--- config.mk ---
export PLATFORM = sky130hd
export DESIGN_NAME = pipe_skid_stage
export DESIGN_NICKNAME = d
export VERILOG_FILES = /design/src/rtl/pipe_pkg.sv /design/src/rtl/pipe_slot.sv /design/src/rtl/pipe_skid_stage.sv
export SDC_FILE = /design/constraint.sdc
export NUM_CORES = 1
export LEC_CHECK = 0
export ABC_AREA = 1
export CAP_MARGIN = 20
export CORE_MARGIN = 1
export CORE_UTILIZATION = 47
export DETAILED_ROUTE_END_ITERATION = 7
export PLACE_DENSITY = 0.76
export SLEW_MARGIN = 20
export SYNTH_ARGS = -nofsm -noshare
export SYNTH_HDL_FRONTEND = slang
export SYNTH_SLANG_ARGS = --single-unit
--- constraint.sdc ---
create_clock -name clk -period 2.25 [get_ports clk]
set_clock_uncertainty 0.05 [all_clocks]
set_input_delay 0.3375 -clock clk [delete_from_list [all_inputs] [get_ports clk]]
set_output_delay 0.3375 -clock clk [all_outputs]
set_load 0.05 [all_outputs]
--- src/rtl/pipe_pkg.sv ---
// Shared types and constants for the inter-stage pipeline register.
// Holds default widths, the reset / exception-vector PCs, the stage state
// encoding and the record carried between stages.
package pipe_pkg;

    localparam int PIPE_PC_W   = 32;
    localparam int PIPE_DATA_W = 64;
    localparam int PIPE_EXC_W  = 5;

    localparam logic [31:0] PIPE_EXC_VEC  = 32'h0000_4180;
    localparam logic [31:0] PIPE_RESET_PC = 32'h0000_0000;

    typedef enum logic [1:0] {
        ST_EMPTY   = 2'd0,
        ST_FULL    = 2'd1,
        ST_SKIDDED = 2'd2
    } state_e;

    // One pipeline entry at the default widths.
    typedef struct packed {
        logic [PIPE_PC_W-1:0]   pc;
        logic [PIPE_DATA_W-1:0] data;
        logic                   bd;
        logic [PIPE_EXC_W-1:0]  exc;
    } slot_t;

    // Number of entries held in a given state.
    function automatic logic [1:0] state_occ(input state_e s);
        case (s)
            ST_FULL:    state_occ = 2'd1;
            ST_SKIDDED: state_occ = 2'd2;
            default:    state_occ = 2'd0;
        endcase
    endfunction

endpackage

--- src/rtl/pipe_slot.sv ---
// One pipeline entry register (pc, payload, delay-slot flag, exception code).
// Priority inside the slot: load-vector > clear > load; pc survives a clear.
// Latency: 1 cycle from control to output; no handshake of its own.
module pipe_slot #(
    parameter int              PC_W   = 32,
    parameter int              DATA_W = 64,
    parameter int              EXC_W  = 5,
    parameter logic [PC_W-1:0] RST_PC = '0,
    parameter logic [PC_W-1:0] VEC_PC = '0
) (
    input  logic              clk,
    input  logic              reset,
    input  logic              ld_i,
    input  logic              clr_i,
    input  logic              vec_i,
    input  logic [PC_W-1:0]   pc_i,
    input  logic [DATA_W-1:0] data_i,
    input  logic              bd_i,
    input  logic [EXC_W-1:0]  exc_i,
    output logic [PC_W-1:0]   pc_o,
    output logic [DATA_W-1:0] data_o,
    output logic              bd_o,
    output logic [EXC_W-1:0]  exc_o
);

    logic [PC_W-1:0]   pc_q,   pc_d;
    logic [DATA_W-1:0] data_q, data_d;
    logic              bd_q,   bd_d;
    logic [EXC_W-1:0]  exc_q,  exc_d;

    // Next-state: a cleared slot decodes as a nop but keeps its pc.
    always_comb begin
        pc_d   = pc_q;
        data_d = data_q;
        bd_d   = bd_q;
        exc_d  = exc_q;
        if (vec_i) begin
            pc_d   = VEC_PC;
            data_d = '0;
            bd_d   = 1'b0;
            exc_d  = '0;
        end else if (clr_i) begin
            data_d = '0;
            bd_d   = 1'b0;
            exc_d  = '0;
        end else if (ld_i) begin
            pc_d   = pc_i;
            data_d = data_i;
            bd_d   = bd_i;
            exc_d  = exc_i;
        end
    end

    // Record register with synchronous reset to the reset PC and a nop payload.
    always_ff @(posedge clk) begin
        if (reset) begin
            pc_q   <= RST_PC;
            data_q <= '0;
            bd_q   <= 1'b0;
            exc_q  <= '0;
        end else begin
            pc_q   <= pc_d;
            data_q <= data_d;
            bd_q   <= bd_d;
            exc_q  <= exc_d;
        end
    end

    assign pc_o   = pc_q;
    assign data_o = data_q;
    assign bd_o   = bd_q;
    assign exc_o  = exc_q;

endmodule

--- src/rtl/pipe_skid_stage.sv ---
// Inter-stage pipeline register with valid/ready handshake and optional skid entry.
// Latency: 1 cycle in->out when not blocked; outputs always show the main entry.
// Backpressure: SKID=1 absorbs one extra entry and drives in_ready from a flop; SKID=0 is combinational.
module pipe_skid_stage
    import pipe_pkg::*;
#(
    parameter int              DATA_W   = 64,
    parameter int              PC_W     = PIPE_PC_W,
    parameter int              EXC_W    = PIPE_EXC_W,
    parameter logic [PC_W-1:0] EXC_VEC  = PC_W'(PIPE_EXC_VEC),
    parameter logic [PC_W-1:0] RESET_PC = PC_W'(PIPE_RESET_PC),
    parameter int              SKID     = 1,
    parameter int              CNT_W    = 16
) (
    input  logic              clk,
    input  logic              reset,
    input  logic              in_valid,
    output logic              in_ready,
    input  logic [PC_W-1:0]   in_pc,
    input  logic [DATA_W-1:0] in_data,
    input  logic              in_bd,
    input  logic [EXC_W-1:0]  in_exc,
    output logic              out_valid,
    input  logic              out_ready,
    output logic [PC_W-1:0]   out_pc,
    output logic [DATA_W-1:0] out_data,
    output logic              out_bd,
    output logic [EXC_W-1:0]  out_exc,
    input  logic              flush,
    input  logic              req,
    output logic [1:0]        occupancy,
    output logic [CNT_W-1:0]  bubble_cnt
);

    state_e state_q, state_d;
    logic   vld;
    logic   in_fire, out_fire;

    logic   main_ld, main_clr, main_vec, main_src_skid;
    logic   skid_ld, skid_clr;

    logic [PC_W-1:0]   main_pc,   skid_pc,   main_pc_in;
    logic [DATA_W-1:0] main_data, skid_data, main_data_in;
    logic              main_bd,   skid_bd,   main_bd_in;
    logic [EXC_W-1:0]  main_exc,  skid_exc,  main_exc_in;

    logic [CNT_W-1:0]  bubble_q;

    assign vld      = (state_q != ST_EMPTY);
    assign in_fire  = in_valid && in_ready;
    assign out_fire = vld && out_ready;

    // in_ready: registered copy of "next state is not SKIDDED", or the plain
    // single-register rule when there is no skid entry.
    if (SKID != 0) begin : g_rdy_reg
        logic rdy_q;
        // Ready flop follows the next state so it never sees out_ready combinationally.
        always_ff @(posedge clk) begin
            if (reset) rdy_q <= 1'b1;
            else       rdy_q <= (state_d != ST_SKIDDED);
        end
        assign in_ready = rdy_q;
    end else begin : g_rdy_comb
        assign in_ready = !vld || out_ready;
    end

    // State register.
    always_ff @(posedge clk) begin
        if (reset) state_q <= ST_EMPTY;
        else       state_q <= state_d;
    end

    // Next-state: req/flush empty the stage and drop any same-cycle input.
    always_comb begin
        state_d = state_q;
        if (req || flush) begin
            state_d = ST_EMPTY;
        end else begin
            case (state_q)
                ST_EMPTY: begin
                    if (in_fire) state_d = ST_FULL;
                end
                ST_FULL: begin
                    if (in_fire && !out_fire)
                        state_d = (SKID != 0) ? ST_SKIDDED : ST_FULL;
                    else if (!in_fire && out_fire)
                        state_d = ST_EMPTY;
                end
                ST_SKIDDED: begin
                    if (out_fire) state_d = ST_FULL;
                end
                default: state_d = ST_EMPTY;
            endcase
        end
    end

    // Output / datapath controls: which slot loads, clears or takes the vector.
    always_comb begin
        main_ld       = 1'b0;
        main_clr      = 1'b0;
        main_vec      = 1'b0;
        main_src_skid = 1'b0;
        skid_ld       = 1'b0;
        skid_clr      = 1'b0;
        if (req) begin
            main_vec = 1'b1;
            skid_clr = 1'b1;
        end else if (flush) begin
            main_clr = 1'b1;
            skid_clr = 1'b1;
        end else begin
            case (state_q)
                ST_EMPTY: begin
                    if (in_fire) main_ld = 1'b1;
                end
                ST_FULL: begin
                    if (in_fire && out_fire) main_ld  = 1'b1;
                    else if (in_fire)        skid_ld  = 1'b1;
                    else if (out_fire)       main_clr = 1'b1;
                end
                ST_SKIDDED: begin
                    if (out_fire) begin
                        main_ld       = 1'b1;
                        main_src_skid = 1'b1;
                    end
                end
                default: ;
            endcase
        end
    end

    assign main_pc_in   = main_src_skid ? skid_pc   : in_pc;
    assign main_data_in = main_src_skid ? skid_data : in_data;
    assign main_bd_in   = main_src_skid ? skid_bd   : in_bd;
    assign main_exc_in  = main_src_skid ? skid_exc  : in_exc;

    pipe_slot #(
        .PC_W   (PC_W),
        .DATA_W (DATA_W),
        .EXC_W  (EXC_W),
        .RST_PC (RESET_PC),
        .VEC_PC (EXC_VEC)
    ) u_main (
        .clk    (clk),
        .reset  (reset),
        .ld_i   (main_ld),
        .clr_i  (main_clr),
        .vec_i  (main_vec),
        .pc_i   (main_pc_in),
        .data_i (main_data_in),
        .bd_i   (main_bd_in),
        .exc_i  (main_exc_in),
        .pc_o   (main_pc),
        .data_o (main_data),
        .bd_o   (main_bd),
        .exc_o  (main_exc)
    );

    if (SKID != 0) begin : g_skid
        pipe_slot #(
            .PC_W   (PC_W),
            .DATA_W (DATA_W),
            .EXC_W  (EXC_W),
            .RST_PC (RESET_PC),
            .VEC_PC (EXC_VEC)
        ) u_skid (
            .clk    (clk),
            .reset  (reset),
            .ld_i   (skid_ld),
            .clr_i  (skid_clr),
            .vec_i  (1'b0),
            .pc_i   (in_pc),
            .data_i (in_data),
            .bd_i   (in_bd),
            .exc_i  (in_exc),
            .pc_o   (skid_pc),
            .data_o (skid_data),
            .bd_o   (skid_bd),
            .exc_o  (skid_exc)
        );
    end else begin : g_no_skid
        logic unused_skid_ctl;
        assign unused_skid_ctl = skid_ld | skid_clr;
        assign skid_pc   = '0;
        assign skid_data = '0;
        assign skid_bd   = 1'b0;
        assign skid_exc  = '0;
    end

    // Saturating count of cycles where nothing is presented downstream.
    always_ff @(posedge clk) begin
        if (reset)
            bubble_q <= '0;
        else if (!vld && (bubble_q != {CNT_W{1'b1}}))
            bubble_q <= bubble_q + 1'b1;
    end

    assign out_valid  = vld;
    assign out_pc     = main_pc;
    assign out_data   = vld ? main_data : '0;
    assign out_bd     = vld && main_bd;
    assign out_exc    = vld ? main_exc : '0;
    assign occupancy  = state_occ(state_q);
    assign bubble_cnt = bubble_q;

endmodule

==> metrics <==
Pleak 5.21 nW; cell area after synthesis 9870 sq um; status finished clean; Die Area 21,600 sq um; Final Max Slew Viols 0; first-pass GRT wire length 42,300 microns; slowest stage delay, CP around 0.85 ns; Starting Density 48.3%; minimum clock period 2.19 ns; CTS Buffer Depth 3; Vias 9,451; Most Used Layer, Global Route met2; reg-to-reg endpoint bubble_cnt[8]; asr flop ratio synth 0%; Syn Area/Cell 6.81 sq um; synth cell count leaders 308 x nor2_1, 227 x o21ai_0, 223 x dfxtp_1, 194 x inv_1, 165 x nand2_1; Final Worst Setup Slack approximately 0.060 ns; Total Routing Usage GR 23.4%; fin cells 1,919; RSZ-0062 raised after global routing no; critical-path maximum fanout 6; Final ANT Viol Nets 0; PortBufs 229; Post-route DRC 0; Crit. End Element output port; Max IR drop VDD 0.507 mV; Final period util 97.3%; initial antenna violation count 0; Place WS 0.0309 ns; FF+latch count, synth between 200 and 250; H-tree Lvls 1; vias per inst 4.92; Crit. path cell count 1; CTS sink count approximately 220; via count of the first global-routing pass just under 9k; prevailing post-synth register cell dfxtp_1; Die Y 147 microns; yosys warns 0; Core ar. 20,400 sq um; row cnt 52; most frequent cell after synthesis nor2_1; Buf+Inv Stages, Crit Path 1; Power Density 680 nW/um^2; max-cap violations 0; Skew-Pair Late Insertion Delay 0.51 ns; met2 GRT Util approximately two fifths; met1 global-route usage 31.3%; Mapped Cells 1,450; largest net degree at the start of global routing around 100; placed cell count between 1.5k and 2k; Synthesized Nets 1,559; actual slew at the worst max-slew pin between 0.6 and 0.7 ns; Hold Path End g_skid.u_skid.data_o[38]; DRT iter0 DRCs 492; post-detailed-routing wire length 25,600 microns; Worst EP required between 1.5 and 2 ns; Hold Path Class reg -> reg; # setup viols final 0; ratio of cells with drive above 1 in the final layout 9.22%; Reg2Reg Depth 8; WS Path Type reg -> out; Netlist cell types 28; Die X 147 microns; root buffer cell clkbuf_16; cell depth of the worst min-delay path 2; CP delay by family, top buffers and inverters; CP Cell Sequence clkdlybuf4s50_1; TritonCTS clock tree yes; Worst-path clk slew 0.06 ns; CTS Hold Bufs 0; Peak Freq 457 MHz; Synth area leader dfxtp_1; final hold violations 0; Area Overhead vs Synth 32.3%; routed wire length per instance 13.4 microns; Worst Setup Start Kind flip-flop; drt pass-1 iters 4; Final HPWL DP 16,000 microns; TNS Setup 0 ns; # diodes 0; arrival time at the worst endpoint 1.80 ns; Area contributors post-synth dfxtp_1 45%, nor2_1 12%, o21ai_0 12%; M3 GR Usage about 4.6%; IO Count 230; top cell type's share of synthesized area 45.2%; final hold slack 0.395 ns; CTS Buf Count 24; Layout Nets around 1.7k; Hold Startpoint g_skid.u_skid.data_o[38]; register area share after synthesis 45.2%; r2r startpoint bubble_cnt[1]; routability cong. 0.828; Pwr Total 8.89 mW; Slowest cell on crit path clkdlybuf4s50_1; grt total ovfl 0; R2R Setup Slk roughly 0.22 ns; EDFF count, synth 0; Worst slew margin 59.5%
## where the power goes
| group | internal, mW | switching (mW) |
|---|---|---|
| Clock | 2.56 | 1.56 |
| Combinational | 0.335 | 0.416 |
| Sequential | 3.99 | 0.0257 |
| Total | 6.88 | 2.00 |
## state kept, by name, summed over array words and instances, names as in the netlist
register and flops:
bubble_cnt 16, g_skid.u_skid.bd_o 1, g_skid.u_skid.data_o 64, g_skid.u_skid.exc_o 5, g_skid.u_skid.pc_o 32, in_ready 1
state_q 2, u_main.bd_o 1, u_main.data_o 64, u_main.exc_o 5, u_main.pc_o 32
## repair_timing
action                     in CTS  in global routing
buffers inserted                0                  3
setup endpoints to repair       0                 64
gates resized for setup         0                  4
hold endpoints to repair        0                  0
## stage by stage
step                      utilization, %  area, sq um
after floorplan                        -         9870
after global placement              59.7        12200
after detailed placement            59.7        12200
after CTS                           63.8        13000
after global routing                63.9        13100
final                               63.9        13100
## placed cells by master (no fill, tap or decap)
master,instances
clkdlybuf4s50_1,152
a211oi_1,1
nor3_1,2
nand3_1,6
xor2_1,4
o21ai_1,79
dlymetal6s2s_1,4
buf_12,12
bufinv_16,3
clkbuf_16,25
nor3_2,1
o211ai_4,1
nand3_4,2
nand4_1,9
inv_1,194
o21bai_1,1
a31oi_4,1
nand2_1,165
dfxtp_1,223
nor2_1,308
clkinv_2,5
clkbuf_1,4
a21oi_1,111
xnor2_1,3
a31oi_1,3
nor2_4,5
inv_2,3
clkbuf_8,6
buf_4,87
o21ai_0,227
ha_1,1
nor2_2,1
## cell families (layout without fill, tap and decap cells)
family	count (synthesis)	in the layout	share of synthesized area [%]
xor+xnor	7	7	0.621
simple gates	499	499	19.8
buf+inv	296	495	12.3
fa+ha+maj	1	1	0.127
compound gates	424	424	21.9
flops	223	223	45.2
## final cells by class
cell class / count / area [sq um]
fillers: 1832 / 7370
clock buffers: 35 / 723
inverters: 198 / 744
clock inverters: 7 / 110
repair buffers: 255 / 2460
flip-flops and latches: 223 / 4460
well taps: 270 / 338
multi-input cells: 931 / 4220
## worst reg2reg max path, delay by kind of cell (launching register included)
kind / cells / cell delay (ns)
adders and majority gates: 1 / 0.27
DFF: 1 / 0.39
and+or+nand+nor: 5 / 0.87
buffers and inverters: 1 / 0.27
AOI/OAI and AO/OA: 1 / 0.07
## routing by layer
metal  wire [microns]  share of wire [%]
met5                0                  0
met1            11600                 45
met3             1680                6.5
met2            11800                 46
met4              632                2.5
## worst max path at each step
stage	start	to	slack, ns
6_report	bubble_cnt[2]	bubble_cnt[2]	0.06
5_1_grt	bubble_cnt[2]	bubble_cnt[2]	0.009
4_1_cts	bubble_cnt[11]	bubble_cnt[11]	0.004
3_5_place_dp	in_valid	g_skid.u_skid.data_o[26]	0.03
3_3_place_gp	in_valid	g_skid.u_skid.data_o[13]	0.09
2_1_floorplan	bubble_cnt[0]	bubble_cnt[0]	0.11
Note: power is estimated with default switching activity, not from simulation.
